===== src/rtl/frame_deframer.sv =====
// Receive-side byte deframer: hunts for SYNC_BYTE, reads LEN, forwards LEN payload bytes with last_o.
// Define FRAME_CHK_EN to expect and verify a trailing XOR checksum byte after the payload.
module frame_deframer #(
  parameter logic [7:0] SYNC_BYTE = 8'hA5,
  parameter int         MAX_LEN   = 16
) (
  input  logic       pclk_i,
  input  logic       rst_i,
  input  logic [7:0] data_i,
  input  logic       valid_i,
  output logic       ready_o,
  output logic [7:0] data_o,
  output logic       valid_o,
  output logic       last_o,
  input  logic       ready_i,
  output logic       frame_done_o,
  output logic       err_o
);

`ifdef FRAME_CHK_EN
  typedef enum logic [1:0] {S_HUNT, S_LEN, S_PAY, S_CHK} state_t;
`else
  typedef enum logic [1:0] {S_HUNT, S_LEN, S_PAY} state_t;
`endif

  state_t     state_q, state_d;
  logic [7:0] cnt_q;
  logic       accept, len_bad, cnt_one;
  logic       len_load, pay_load, err_d, done_d;
`ifdef FRAME_CHK_EN
  logic [7:0] xor_q;
`endif

  // Only the payload path is throttled; framing bytes are always consumed.
  assign ready_o = (state_q == S_PAY) ? (!valid_o || ready_i) : 1'b1;
  assign accept  = valid_i && ready_o;
  assign len_bad = (data_i == 8'd0) || (int'(data_i) > MAX_LEN);
  assign cnt_one = (cnt_q == 8'd1);

  always_ff @(posedge pclk_i or posedge rst_i) begin
    if (rst_i) state_q <= S_HUNT;
    else       state_q <= state_d;
  end

  always_comb begin
    state_d = state_q;
    case (state_q)
      S_HUNT: if (accept && data_i == SYNC_BYTE) state_d = S_LEN;
      S_LEN:  if (accept) state_d = len_bad ? S_HUNT : S_PAY;
`ifdef FRAME_CHK_EN
      S_PAY:  if (accept && cnt_one) state_d = S_CHK;
      S_CHK:  if (accept) state_d = S_HUNT;
`else
      S_PAY:  if (accept && cnt_one) state_d = S_HUNT;
`endif
      default: state_d = S_HUNT;
    endcase
  end

  always_comb begin
    len_load = 1'b0;
    pay_load = 1'b0;
    err_d    = 1'b0;
    done_d   = 1'b0;
    case (state_q)
      S_LEN: if (accept) begin
        if (len_bad) err_d    = 1'b1;
        else         len_load = 1'b1;
      end
      S_PAY: if (accept) begin
        pay_load = 1'b1;
`ifndef FRAME_CHK_EN
        done_d   = cnt_one;
`endif
      end
`ifdef FRAME_CHK_EN
      S_CHK: if (accept) begin
        if (data_i == xor_q) done_d = 1'b1;
        else                 err_d  = 1'b1;
      end
`endif
      default: ;
    endcase
  end

  always_ff @(posedge pclk_i or posedge rst_i) begin
    if (rst_i) begin
      cnt_q <= 8'd0;
    end else if (len_load) begin
      cnt_q <= data_i;
    end else if (pay_load) begin
      cnt_q <= cnt_q - 8'd1;
    end
  end

`ifdef FRAME_CHK_EN
  always_ff @(posedge pclk_i or posedge rst_i) begin
    if (rst_i)         xor_q <= 8'd0;
    else if (len_load) xor_q <= 8'd0;
    else if (pay_load) xor_q <= xor_q ^ data_i;
  end
`endif

  // Output register: a new byte may load in the same cycle the held one drains.
  always_ff @(posedge pclk_i or posedge rst_i) begin
    if (rst_i) begin
      data_o  <= 8'd0;
      valid_o <= 1'b0;
      last_o  <= 1'b0;
    end else if (pay_load) begin
      data_o  <= data_i;
      valid_o <= 1'b1;
      last_o  <= cnt_one;
    end else if (ready_i) begin
      valid_o <= 1'b0;
      last_o  <= 1'b0;
    end
  end

  always_ff @(posedge pclk_i or posedge rst_i) begin
    if (rst_i) begin
      frame_done_o <= 1'b0;
      err_o        <= 1'b0;
    end else begin
      frame_done_o <= done_d;
      err_o        <= err_d;
    end
  end

endmodule

===== config.mk =====
export PLATFORM = sky130hd
export DESIGN_NAME = frame_deframer
export DESIGN_NICKNAME = d
export VERILOG_FILES = /design/src/rtl/frame_deframer.sv
export SDC_FILE = /design/constraint.sdc
export NUM_CORES = 1
export LEC_CHECK = 0
export CORE_ASPECT_RATIO = 0.7
export CORE_MARGIN = 8
export CORE_UTILIZATION = 49
export DETAILED_ROUTE_END_ITERATION = 7
export PLACE_DENSITY_LB_ADDON = 0.08
export SETUP_SLACK_MARGIN = 0.5
export SYNTH_ARGS = -nofsm -noshare
export SYNTH_HDL_FRONTEND = slang
export SYNTH_SLANG_ARGS = --single-unit

===== constraint.sdc =====
create_clock -name pclk_i -period 1.8 [get_ports pclk_i]
set_input_delay 0.45 -clock pclk_i [delete_from_list [all_inputs] [get_ports pclk_i]]
set_output_delay 0.45 -clock pclk_i [all_outputs]
set_load 0.03 [all_outputs]

==> run metrics <==
Crit path max-delay family flip-flops; chip height 55.7 µm; Worst-Margin Slew 335 ps; Placer Congestion 0.838; CP max-delay cell dfrtp_1; Placeable Area 0.00214 mm²; CP peak stage delay 420 ps; most common cell after layout, fill and taps aside buf_4; Final setup viols 0; area share of the largest cell type after synthesis 49.8%; area leader, netlist dfrtp_1; crit path cell chain nand4bb_4, buf_6; Worst Path Class, Setup flop to output port; Root Buffer clkbuf_4; mux contribution to synthesized area 3.40%; Nets 188; commonest non-fill, non-tap cells in the layout 32 x buf_4, 20 x nand2_1, 20 x dfrtp_1; first-pass GRT wire length 5230 µm; # rows 14; synthesized area per cell 9.95 µm²; Ports 25; Mapped Area 0.00110 mm²; vias per inst 5.21; TritonCTS clock tree yes; share of cells above drive strength 1 49.7%; clk sinks 22; CTS buffer count 3; fin crit period 1550 ps; unrepaired setup endpoints after global routing true; Vias 1068; WL per Instance 15.7 µm; area grow syn2layout 63.4%; combinational family with the most area after synthesis simple AND/OR/NAND/NOR gates; vias in the first global route 1104; maximum vdd drop 0.511 mV; FILL cells 130; WP data required 1350 ps; area fraction in and, or, nand and nor cells after synthesis 30.2%; clk slew on worst S/H paths 130 ps; Die X 72.8 µm; Startpoint Class flop; Post-DRT Antenna Nets 0; register area share after synthesis 49.8%; post-route setup TNS 0 ps; worst path bufs/invs 1; top fanout value on the critical path 2; status finished, final reports clean; pwr dens 561 mW/mm²; initial core utilization 51.7%; relative slew slack 77.5%; Post-Synth XOR/XNOR Area 3.96%; adder-cell share of the synthesized area 2.27%; dpl hpwl 2140 µm; compound-cell area share of the yosys netlist 6.91%; Final Util 84.5%; Hold WC Path Type input pin to flop; port bufs 24; Setup WS post-layout 251 ps; initial antenna violation count 0; Synth cell types 36; Critical Path AT 1100 ps; count of yosys warnings during synthesis 0; Final Skew 6.84 ps; P_leak 0.900 nW; total track usage 16.0%; largest net degree at the start of global routing 23; die area 0.00405 mm²; number of synthesized register bits 22; syn nets 125; Final Max Slew Viols 0; H-Tree Depth 1; Tcrit/Tclk final 86.1%; drt pass-1 iters 4; hold_buf cts 0; DRT iter0 DRCs 71; worst slack at placement -434 ps; Max-cap violations 0; Crit. End Element output port; Remaining Overflow, GRT 0; ranking of synthesized cells by area dfrtp_1 50%, nand2_1 8.8%, nor2_1 2.7%; Syn Inst Count 111; later-pin clock latency in the skew report 320 ps; fmax 645 MHz; final hold vios 0; Max Buffers Root-to-Sink 2; Residual DRC 0; final WL 3210 µm; # diodes 0
==> synth_stat cells <==
master / count
nand2b_1: 4
nand4bb_1: 1
nor2_1: 8
nor4bb_1: 1
nand2_1: 26
nand3_1: 2
nand3b_1: 1
nor4_2: 1
a21oi_2: 1
buf_6: 1
or3_1: 1
nor4_1: 2
nor2b_1: 1
and4b_1: 1
a221o_1: 2
a211oi_1: 1
dfrtp_1: 22
ha_1: 2
nor4b_1: 3
mux2_4: 1
xnor2_1: 3
xor2_1: 2
and4bb_2: 1
nor3_1: 1
and3_1: 1
a21oi_1: 3
nand4_1: 2
inv_1: 6
a211o_1: 1
a31o_2: 1
a21o_1: 1
clkbuf_1: 1
mux2_1: 2
and2_4: 1
nand4b_1: 2
and2_1: 1
==> layer usage <==
layer / vias up / track usage [%] / wire, µm / share of wire, %
met1: 522 / 20.3 / 1400 / 43
met3: 0 / 4.68 / 194 / 6.0
li1: 512 / - / - / -
met5: - / 0 / 0 / 0
met4: 0 / 2.27 / 0 / 0
met2: 34 / 26.3 / 1620 / 50
==> worst register-to-register path, stage by stage, from the launching register on <==
cell and delay [ps]:
dfrtp_1 420, buf_6 130, and4bb_2 330, nand4b_1 120, xnor2_1 160, mux2_4 280
==> metrics by stage <==
| step | instance area (µm²) | instances | hold WS (ps) | power, mW |
|---|---|---|---|---|
| final | 1810 | 205 | 443 | 1.01 |
| after global routing | 1810 | 205 | 449 | 1.05 |
| after CTS | 1690 | 197 | 452 | 0.988 |
| after detailed placement | 1550 | 185 | 462 | 0.707 |
| after global placement | 1550 | 185 | 459 | 0.703 |
| after floorplan | 1140 | 111 | 439 | 0.614 |
==> path summary, 6_finish.rpt <==
kind / start / endpoint / slack, ps / depth (start not counted)
setup / recovery: state_q[0] / ready_o / 250 / 2
hold / removal: data_i[1] / data_o[1] / 440 / 4
setup reg to reg: state_q[0] / cnt_q[4] / 260 / 5
hold reg to reg: data_o[6] / data_o[6] / 510 / 2
max in group asynchronous: rst_i / state_q[1] / 1110 / 3
min in group asynchronous: rst_i / data_o[5] / 450 / 3
==> flip-flops by register name (all words and copies together), names as in the netlist <==
signal,cells
cnt_q,8
last_o,1
frame_done_o,1
valid_o,1
data_o,8
err_o,1
state_q,2
==> power breakdown <==
part           internal (mW)  total, mW  switching [mW]  leakage [nW]
clock network          0.124      0.281           0.157        0.0210
logic                  0.102      0.199          0.0976         0.581
registers              0.513      0.532          0.0189         0.298
==> cells by family (layout without fill, tap and decap cells) <==
kind of cell	after synthesis	in the layout
compound gates	10	10
xor+xnor	5	5
fa+ha+maj	2	2
buf+inv	8	70
flops	22	22
mux	3	3
simple gates	61	61
==> layout make-up <==
class	count	area, µm²	area share [%]
clock buffers	4	36.3	2.01
inverters	6	22.5	1.25
multi-input cells	81	617	34.2
flip-flops and latches	22	553	30.6
well taps	32	40.0	2.22
repair buffers	60	537	29.7
==> timing repair <==
item,in CTS,in global routing
setup buffers,8,8
endpoints found under the setup margin,34,32
pin swaps,10,8
gates resized for setup,114,27
gates cloned,0,0
Power figures use the tool's default switching activity.
